## src/rtl/collatz_seq_runner.sv

```systemverilog
// Collatz sequence engine: accepts a start value, iterates until 1, overflow or step limit, then reports steps/peak/flags.
// Optional macro COLLATZ_TRACE_EN adds trace_valid/trace_value outputs showing each new value as it is produced.
module collatz_seq_runner #(
   parameter int W         = 8,
   parameter int IW        = 16,
   parameter int SW        = 8,
   parameter int MAX_STEPS = 255
) (
   input  logic          clk,
   input  logic          rst,
   input  logic          in_valid,
   output logic          in_ready,
   input  logic [W-1:0]  in_value,
   output logic          out_valid,
   input  logic          out_ready,
   output logic [SW-1:0] steps,
   output logic [IW-1:0] peak,
   output logic          ovf,
   output logic          timeout,
   output logic          zero_err
`ifdef COLLATZ_TRACE_EN
   ,
   output logic          trace_valid,
   output logic [IW-1:0] trace_value
`endif
);

   typedef enum logic [1:0] {
      IDLE = 2'd0,
      RUN  = 2'd1,
      DONE = 2'd2
   } state_t;

   state_t        r_state;
   state_t        w_nextState;
   logic [IW-1:0] r_value;
   logic [IW-1:0] w_nextValue;
   logic [SW-1:0] r_steps;
   logic [SW-1:0] w_nextSteps;
   logic [IW-1:0] r_peak;
   logic [IW-1:0] w_nextPeak;
   logic          r_ovf;
   logic          w_nextOvf;
   logic          r_timeout;
   logic          w_nextTimeout;
   logic          r_zeroErr;
   logic          w_nextZeroErr;

   logic [IW+1:0] w_triple;
   logic          w_tripleOvf;
   logic [IW-1:0] w_stepValue;
   logic          w_doStep;

   // 3n+1 is formed two bits wider than n so the overflow test cannot itself wrap.
   assign w_triple    = ({2'b00, r_value} << 1) + {2'b00, r_value} + (IW+2)'(1);
   assign w_tripleOvf = |w_triple[IW+1:IW];
   assign w_stepValue = r_value[0] ? w_triple[IW-1:0] : (r_value >> 1);

   always_comb begin
      w_nextState   = r_state;
      w_nextValue   = r_value;
      w_nextSteps   = r_steps;
      w_nextPeak    = r_peak;
      w_nextOvf     = r_ovf;
      w_nextTimeout = r_timeout;
      w_nextZeroErr = r_zeroErr;
      w_doStep      = 1'b0;
      case (r_state)
         IDLE: begin
            if (in_valid) begin
               w_nextOvf     = 1'b0;
               w_nextTimeout = 1'b0;
               w_nextSteps   = '0;
               w_nextValue   = IW'(in_value);
               if (in_value == '0) begin
                  w_nextZeroErr = 1'b1;
                  w_nextPeak    = '0;
                  w_nextState   = DONE;
               end else begin
                  w_nextZeroErr = 1'b0;
                  w_nextPeak    = IW'(in_value);
                  w_nextState   = RUN;
               end
            end
         end
         RUN: begin
            if (r_value == IW'(1)) begin
               w_nextState = DONE;
            end else if (r_steps == SW'(MAX_STEPS)) begin
               w_nextTimeout = 1'b1;
               w_nextState   = DONE;
            end else if (r_value[0] && w_tripleOvf) begin
               w_nextOvf   = 1'b1;
               w_nextState = DONE;
            end else begin
               w_doStep    = 1'b1;
               w_nextValue = w_stepValue;
               w_nextSteps = r_steps + SW'(1);
               w_nextPeak  = (w_stepValue > r_peak) ? w_stepValue : r_peak;
            end
         end
         DONE: begin
            if (out_ready) begin
               w_nextState = IDLE;
            end
         end
         default: begin
            w_nextState = IDLE;
         end
      endcase
   end

   always_ff @(posedge clk) begin
      if (rst) begin
         r_state   <= IDLE;
         r_value   <= '0;
         r_steps   <= '0;
         r_peak    <= '0;
         r_ovf     <= 1'b0;
         r_timeout <= 1'b0;
         r_zeroErr <= 1'b0;
      end else begin
         r_state   <= w_nextState;
         r_value   <= w_nextValue;
         r_steps   <= w_nextSteps;
         r_peak    <= w_nextPeak;
         r_ovf     <= w_nextOvf;
         r_timeout <= w_nextTimeout;
         r_zeroErr <= w_nextZeroErr;
      end
   end

   assign in_ready  = (r_state == IDLE);
   assign out_valid = (r_state == DONE);
   assign steps     = r_steps;
   assign peak      = r_peak;
   assign ovf       = r_ovf;
   assign timeout   = r_timeout;
   assign zero_err  = r_zeroErr;

`ifdef COLLATZ_TRACE_EN
   assign trace_valid = w_doStep;
   assign trace_value = w_doStep ? w_stepValue : '0;
`endif

endmodule

```

## config.mk

```make
export PLATFORM = sky130hd
export DESIGN_NAME = collatz_seq_runner
export DESIGN_NICKNAME = d
export VERILOG_FILES = /design/src/rtl/collatz_seq_runner.sv
export SDC_FILE = /design/constraint.sdc
export NUM_CORES = 1
export LEC_CHECK = 0
export ABC_CLOCK_PERIOD_IN_PS = 5100
export CORE_UTILIZATION = 30
export CTS_BUF_LIST = sky130_fd_sc_hd__clkbuf_8
export CTS_CLUSTER_SIZE = 30
export DETAILED_ROUTE_END_ITERATION = 10
export GPL_ROUTABILITY_DRIVEN = 0
export PLACE_DENSITY = 0.56
export SETUP_SLACK_MARGIN = 0.4
export SLEW_MARGIN = 20
export SYNTH_ARGS = -nofsm -noshare
export SYNTH_HDL_FRONTEND = slang
export SYNTH_SLANG_ARGS = --single-unit
```

## constraint.sdc

```tcl
create_clock -name clk -period 5.1 [get_ports clk]
set_input_delay 1.02 -clock clk [delete_from_list [all_inputs] [get_ports clk]]
set_output_delay 1.02 -clock clk [all_outputs]
set_load 0.05 [all_outputs]
```

== Yosys cells after proc, flatten, opt, wreduce, memory -nomap -nowiden ==
Cells that the tools add are included.

* Order comparisons: 1
* Reductions and logical operators: 11
* Equality and inequality tests: 13
* Add/subtract/negate cells: 3
* Mux-type cells: 34

{| class="wikitable"
|+ Operators by type and width
! cell !! number
|-
| $mux 16 || 10
|-
| $pmux 16 s2 || 2
|-
| $mux 8 || 5
|-
| $add 17x16->18 || 1
|-
| $add 18x1->18 const B || 1
|-
| $eq 16x1->1 const B || 1
|-
| $gt 16x16->1 || 1
|-
| $pmux 8 s2 || 1
|-
| $ne 2x2->1 const B || 7
|-
| $mux 2 || 6
|-
| $reduce_and 5->1 || 2
|-
| $add 8x1->8 const B || 1
|-
| $eq 8x8->1 const B || 1
|-
| $logic_not 8->1 || 1
|-
| $mux 1 || 7
|-
| $pmux 2 s3 || 1
|-
| $reduce_and 6->1 || 1
|-
| $ne 4x4->1 const B || 1
|-
| $pmux 1 s2 || 2
|-
| $reduce_and 4->1 || 1
|-
| $reduce_and 3->1 || 1
|-
| $eq 2x1->1 const B || 1
|-
| $eq 2x2->1 const B || 1
|-
| $logic_not 2->1 || 1
|-
| other kinds (5) || 5
|}

* Register bits after elaboration: 45
* Logic and storage cells: 69
* Input port bits: 12

== Longest topological paths before layout ==
Gate-level depths: netlist of the first run.

* Depth after elaboration: 9
* Mapped depth: 19
* Mapped depth without buffers: 16

== Worst setup path after synthesis of the first run ==
Ideal clock, no wire load.

* Path type: reg-to-reg
* Start: register r_value[0]
* End: register r_peak[5] (netlist: peak[5])
* Path buffers: 2
* Setup slack: 1249 ps
* Stages on the path, launching flop included: 18
* Data arrival time: 3730 ps
* Cells stage by stage: dfxtp_1 clkbuf_1 inv_1 clkbuf_1 ha_1 nand4b_1 o221ai_1 a21oi_1 o21ai_0 a2111o_1 nand3_1 ha_1 nand4_1 or2_2 o31ai_1 a31oi_1 o22ai_2 mux2_2

* Cells in the longest elaborated chain, start to end: 8

{| class="wikitable"
|+ Ends and longest elaborated chain
! item !! RTL line !! source
|-
| start: declaration || 36 || <nowiki>logic [IW-1:0] r_value;</nowiki>
|-
| start signal: assignment || 124 || <nowiki>r_value <= w_nextValue;</nowiki>
|-
| branches (longest 8 deep; another with $add 17x16->18) || n/a ||
|-
| end signal: assignment || 126 || <nowiki>r_peak <= w_nextPeak;</nowiki>
|-
| end: declaration || 40 || <nowiki>logic [IW-1:0] r_peak;</nowiki>
|}

Parallel ways; which one is timed is not known. The select of a mux whose other input is x is not followed.
A chain may end at the register's enable or synchronous reset.

== Worst setup path in the final report of the first run ==
* Start: register r_value[2]
* End: register r_peak[14] (netlist: peak[14])

Same word-level chain as after synthesis.

==> results_dict.tcl, run 1 <==
set metrics [dict create \
    status "finished, final reports clean" \
    dieArea_um2 12900 \
    synth_flop_cell "dfxtp_1" \
    hold_class "flop to flop" \
    cts_tree "built" \
    clock_skew_ps 4.54 \
    io-pin-count 41 \
    yosysWarnings 0 \
    synthToLayoutAreaGrowth_pct 17.8 \
    stdcell_count 673 \
    setup_viol 0 \
    critPathKind "flop to flop" \
    synth_top_family_by_area "compound AO/OA/AOI/OAI gates" \
    fin_setup_tns_ps 0 \
    drt_first_pass_iters 4 \
    grt_use_total_pct 16.5 \
    cts.clk_slew.worst_paths_ps 80 \
    synth-compound-area-share_pct 21.6 \
    ys_seq_elements 45 \
    finalCritPeriodShare_pct 84.2 \
    antenna_left 0 \
    multi_input_area_um2 2580 \
    synth_fa_ha_area_share_pct 14.9 \
    final_util_pct 36.5 \
    ir_worst_vdd_mv 0.182 \
    crit_chain "inv_1 -> ha_1 -> a21oi_1 -> a211oi_2 -> o311ai_2 -> a21o_1 -> a21oi_1 -> or2_2 -> ha_1 -> nand4_1 -> or2_2 -> o31ai_1 -> a31oi_1 -> o22ai_4 -> buf_4 -> mux2i_1" \
    worstPathRequired_ps 5320 \
    routedWlPerCell_um 15.5 \
    cts_max_level 2 \
    tightest_slew_ps 859 \
    clock_path_buffers 2 \
    relSlewSlack_pct 42.5 \
    cts_root_buffer "clkbuf_8" \
    drc_errors 0 \
    coreArea_um2 12100 \
    drt-initial-drc-count 200 \
    drive_gt1_share_pct 7.13 \
    cts_sinks 45 \
    io_buffers 40 \
    initial_utilization_pct 31.0 \
    mostFrequentLayoutCells "nand2_1 (59), dfxtp_1 (45), ha_1 (43)" \
    via_per_inst 5.11 \
    cts_setup_buffers 0 \
    grt_overflow 0 \
    totalPowerFinal_mw 1.47 \
    yosysUniqueCellTypes 60 \
    slowest_stage "o311ai_2" \
    cp_data_arrival_time_ps 4510 \
    critPathTopFamily "compound AO/OA/AOI/OAI gates" \
    whs_ps 487 \
    start_kind "flop" \
    num_rows 40 \
    grt_setup_unrepaired "false" \
    wl_um 10400 \
    place_inst 666 \
    dpl.hpwl_um 8100 \
    antenna_found_initial 0 \
    fmax_mhz 233 \
    nets 561 \
    grt_max_degree 22 \
    end_kind "flop" \
    grt_pass1_vias 3419 \
    cp_max_fo 8 \
    slew_viol_final 0 \
    cts_made_buffers 5 \
    grt_first_pass_wirelength_um 17100 \
    die_height_um 114 \
    critPathBufInv 2 \
    drv_cap 0 \
    antennaDiodeCount 0 \
    seq_area_frac_synth_pct 24.1 \
    finalCriticalPeriod_ps 4290 \
    hold_violations 0 \
    leakagePower_nw 1.82 \
    die_w_um 114 \
    final.fill_count 1261 \
    final_common_cell "nand2_1" \
    synth-xor-area-share_pct 1.64 \
    synth_edf_count 0 \
    netlist_area_um2 3740 \
    powerDensity_nw_per_um2 335 \
    vias 3437 \
    clk_latency_ps 290 \
    synthArstFlopShare_pct 0 \
    synth_fp_nets 527 \
    max_stage_delay_ps 490 \
    syn_inst 471 \
    regArea_um2 901 \
    synth_area_per_cell_um2 7.94 \
    synth-simple-area-share_pct 20.2 \
    synthMuxAreaShare_pct 10.4 \
]
==> kinds of logic after synthesis <==
kind of cell / after synthesis
flops: 45
simple gates: 160
xor+xnor: 7
compound gates: 112
fa+ha+maj: 44
buf+inv: 65
mux: 38
==> Yosys cell counts (2+ instances only) <==
cell	instances	share of area, %
a31oi_1	2	0.33
a211oi_1	5	1.0
a21oi_1	27	3.6
nor2_1	34	3.4
o221ai_1	2	0.47
xnor2_1	4	0.94
o21bai_1	2	0.40
a311o_1	2	0.54
mux2_2	7	2.1
nand3_1	13	1.7
dfxtp_1	45	24
inv_1	41	4.1
nand4_1	9	1.5
nand2_1	59	5.9
nor3_1	8	1.1
xor2_1	3	0.70
o41ai_1	5	1.2
nor4_1	6	1.0
or4_1	3	0.60
a21boi_0	2	0.40
and2_1	3	0.50
nand2b_1	4	0.67
mux2i_1	30	8.0
a21bo_2	3	0.80
clkbuf_1	17	1.7
a21o_1	12	2.4
o211a_1	5	1.3
o21ai_0	21	2.8
o31ai_1	4	0.80
ha_1	43	14
or2_2	4	0.67
o21a_1	3	0.60
or3_1	7	1.2
buf_6	3	0.90
nor2b_1	5	0.84
o211ai_1	4	0.80
==> per-layer routing <==
layer	routed length (um)	track usage [%]	vias to the layer above
li1	-	-	1750
met1	5160	22.2	1606
met2	4790	28.0	67
met3	298	1.65	14
met4	182	4.91	0
met5	0	0	-
==> power breakdown <==
part,internal (mW),switching [mW],leakage (nW),total [mW]
Combinational,0.319,0.485,1.41,0.804
Clock,0.106,0.119,0.0485,0.225
Sequential,0.395,0.0496,0.366,0.445
Total,0.820,0.654,1.82,1.47
==> worst register-to-register path, stage by stage, from the launching register on <==
cell and delay, ps:
dfxtp_1 440, inv_1 90, ha_1 390, a21oi_1 280, a211oi_2 140, o311ai_2 490, a21o_1 180, a21oi_1 80
or2_2 280, ha_1 280, nand4_1 90, or2_2 340, o31ai_1 260, a31oi_1 100, o22ai_4 330, buf_4 240
mux2i_1 200
==> sequential cells by signal (all words and copies together), names as in the netlist <==
| signal | flops |
|---|---|
| zero_err | 1 |
| peak | 16 |
| r_value | 16 |
| ovf | 1 |
| r_state | 2 |
| timeout | 1 |
| steps | 8 |
==> final cells by class <==
class | instances | share of cell area, %
clock buffer | 6 | 1.88
clock inverter | 1 | 0.0852
inverter | 43 | 3.66
multi-input combinational | 361 | 58.5
sequential | 45 | 20.5
tap | 168 | 4.77
timing repair buffer | 49 | 10.6
==> final timing paths <==
| kind | from | slack (ps) | cells after the start | to |
|---|---|---|---|---|
| min reg2reg | peak[2] | 490 | 2 | peak[2] |
| max | r_value[2] | 810 | 16 | peak[14] |
| min | peak[2] | 490 | 2 | peak[2] |
| max reg2reg | r_value[2] | 810 | 16 | peak[14] |
==> timing repair <==
action / CTS / global route
hold buffers: 0 / 0
setup endpoints to repair: 0 / 4
gates resized for setup: 0 / 1
==> metrics by stage <==
| step | worst slack (ps) | instance area (um2) |
|---|---|---|
| 2_1_floorplan | 1250 | 3740 |
| 3_3_place_gp | 906 | 4310 |
| 3_5_place_dp | 732 | 4310 |
| 4_1_cts | 707 | 4400 |
| 5_1_grt | 514 | 4400 |
| 6_report | 805 | 4400 |
(Power assumes the default switching activity.)
==> run 2, diff against run 1 <==
--- a/config.mk
+++ b/config.mk
@@ -5,7 +5,7 @@
 export SDC_FILE = /design/constraint.sdc
 export NUM_CORES = 1
 export LEC_CHECK = 0
-export ABC_CLOCK_PERIOD_IN_PS = 5100
+export ABC_CLOCK_PERIOD_IN_PS = 4350
 export CORE_UTILIZATION = 30
 export CTS_BUF_LIST = sky130_fd_sc_hd__clkbuf_8
 export CTS_CLUSTER_SIZE = 30
==> constraint.sdc (replaced) <==
create_clock -name clk -period 4.35 [get_ports clk]
set_input_delay 0.87 -clock clk [delete_from_list [all_inputs] [get_ports clk]]
set_output_delay 0.87 -clock clk [all_outputs]
set_load 0.05 [all_outputs]
==> run 2 against run 1 <==
Compared with the run above:
- total power is 23% higher
- utilization rose by 1.8 points
- largest power group unchanged
- die area is the same
- setup slack worse by 210 ps
- clock skew rose by 1.9 ps
- largest cell class unchanged
- sequential share of layout area is 0.67 points lower
==> results_dict.tcl, run 2 (synthesis gave the netlist of run 1 again) <==
set metrics [dict create \
    nets 568 \
    ir_worst_vdd_mv 0.228 \
    setup_viol 0 \
    clock_skew_ps 6.49 \
    setup_ws_ps 591 \
    via_per_inst 5.19 \
    io-pin-count 41 \
    r2r_setup_slack_ps 590 \
    status "finished, final reports clean" \
    whs_endpoint "peak[1]" \
    final.fill_count 1255 \
    hold_violations 0 \
    timing.rr.end "peak[5]" \
    drv_cap 0 \
    grt_use_total_pct 17.0 \
    cts_root_buffer "clkbuf_8" \
    die_w_um 114 \
    cts_made_buffers 5 \
    num_rows 40 \
    postLayoutCellArea_um2 4620 \
    end_kind "flop" \
    fmax_mhz 266 \
    clock_path_buffers 2 \
    slew_viol_final 0 \
    finalCritPeriodShare_pct 86.4 \
    grt_first_pass_wirelength_um 17500 \
    start_kind "flop" \
    holdPathStages 2 \
    die_height_um 114 \
    drt-initial-drc-count 135 \
    tightest_slew_ps 916 \
    routedWlPerCell_um 15.7 \
    critPathKind "flop to flop" \
    dieArea_um2 12900 \
    antenna_left 0 \
    relSlewSlack_pct 38.7 \
    antenna_found_initial 0 \
    cts_sinks 45 \
    cts.clk_slew.worst_paths_ps 80 \
    drt_first_pass_iters 4 \
    cts_tree "built" \
    grt_overflow 0 \
    wl_um 10700 \
    multi_input_area_um2 2720 \
    stdcell_count 681 \
    synthToLayoutAreaGrowth_pct 23.5 \
    mostFrequentLayoutCells "nand2_1 (59), inv_1 (44), clkdlybuf4s50_1 (40)" \
    drc_errors 0 \
    powerDensity_nw_per_um2 392 \
    cp_data_arrival_time_ps 3950 \
    io_buffers 40 \
    hold_class "flop to flop" \
    vias 3533 \
    drive_gt1_share_pct 13.8 \
    grt_pass1_vias 3423 \
    cts_max_level 2 \
    clk_latency_ps 310 \
    final_common_cell "nand2_1" \
    final_util_pct 38.3 \
    worstPathRequired_ps 4540 \
    place_inst 670 \
    dpl.hpwl_um 8100 \
    cp_max_fo 6 \
    totalPowerFinal_mw 1.81 \
    fin_setup_tns_ps 0 \
    finalCriticalPeriod_ps 3760 \
    min-delay-start "peak[1]" \
    placed_area_um2 4340 \
    grt_setup_unrepaired "false" \
    leakagePower_nw 1.88 \
    regArea_um2 913 \
    coreArea_um2 12100 \
    whs_ps 478 \
    rr_worst_depth 16 \
    r2r-start "r_value[5]" \
    initial_utilization_pct 31.0 \
    grt_max_degree 24 \
    pre_cts_ws_ps 122 \
    antennaDiodeCount 0 \
]
-- run 2: cell count changes in the layout (fill, tap and decap cells not counted), moves of 3 or more --
cell | previous run | this run
ha_1 | 43 | 38
buf_6 | 0 | 3
a21oi_1 | 27 | 19
a21oi_2 | 0 | 6
buf_4 | 9 | 13
ha_2 | 0 | 3
o21ai_0 | 21 | 17
dfxtp_2 | 0 | 4
dfxtp_1 | 45 | 39
-- run 2: cell type report --
type | instances | area share, %
Timing Repair Buffer | 56 | 11.5
Clock buffer | 5 | 1.49
Inverter | 43 | 3.50
Tap cell | 168 | 4.55
Sequential cell | 45 | 19.8
Multi-Input combinational cell | 361 | 58.9
Clock inverter | 3 | 0.244
-- run 2: what timing repair did --
action / CTS / global route
hold buffers: 0 / 0
gates resized for setup: 10 / 35
pin swaps: 3 / 8
endpoints found under the setup margin: 16 / 16
setup buffers: 2 / 1
-- run 2: worst max path at each step --
stage | from | slack [ps] | cells after the start | endpoint
after global routing | r_value[1] | 410 | 17 | peak[8]
after floorplan | r_value[0] | 500 | 17 | peak[5]
final | r_value[5] | 590 | 16 | peak[5]
after detailed placement | r_value[2] | 120 | 15 | peak[12]
after global placement | r_value[2] | 250 | 16 | peak[0]
after CTS | r_value[3] | 410 | 16 | peak[4]
-- run 2: layer usage --
metal / up-vias / part of all wire, % / track usage [%]
met5: - / 0 / 0
met3: 10 / 4.1 / 2.07
met1: 1689 / 46 / 21.8
met4: 0 / 1.4 / 5.44
li1: 1761 / - / -
met2: 73 / 49 / 29.7
-- run 2: worst max-delay path, stage by stage (launching register included) --
cell and delay, ps:
dfxtp_2 340, inv_1 90, ha_2 320, a21oi_4 220, nor2_2 90, o311ai_4 400, a21o_1 170, a21oi_1 90
or2_2 290, ha_1 270, nand4_1 110, or2_4 300, o31ai_4 250, a31oi_2 60, o22ai_2 190, buf_6 150
mux2_2 330
-- run 2: where the power goes --
part           total (mW)  leakage, nW  switching, mW  internal (mW)
Clock               0.252       0.0519          0.145          0.107
Sequential          0.524        0.369         0.0562          0.468
Combinational        1.04         1.46          0.614          0.421
Total                1.81         1.88          0.815          0.997
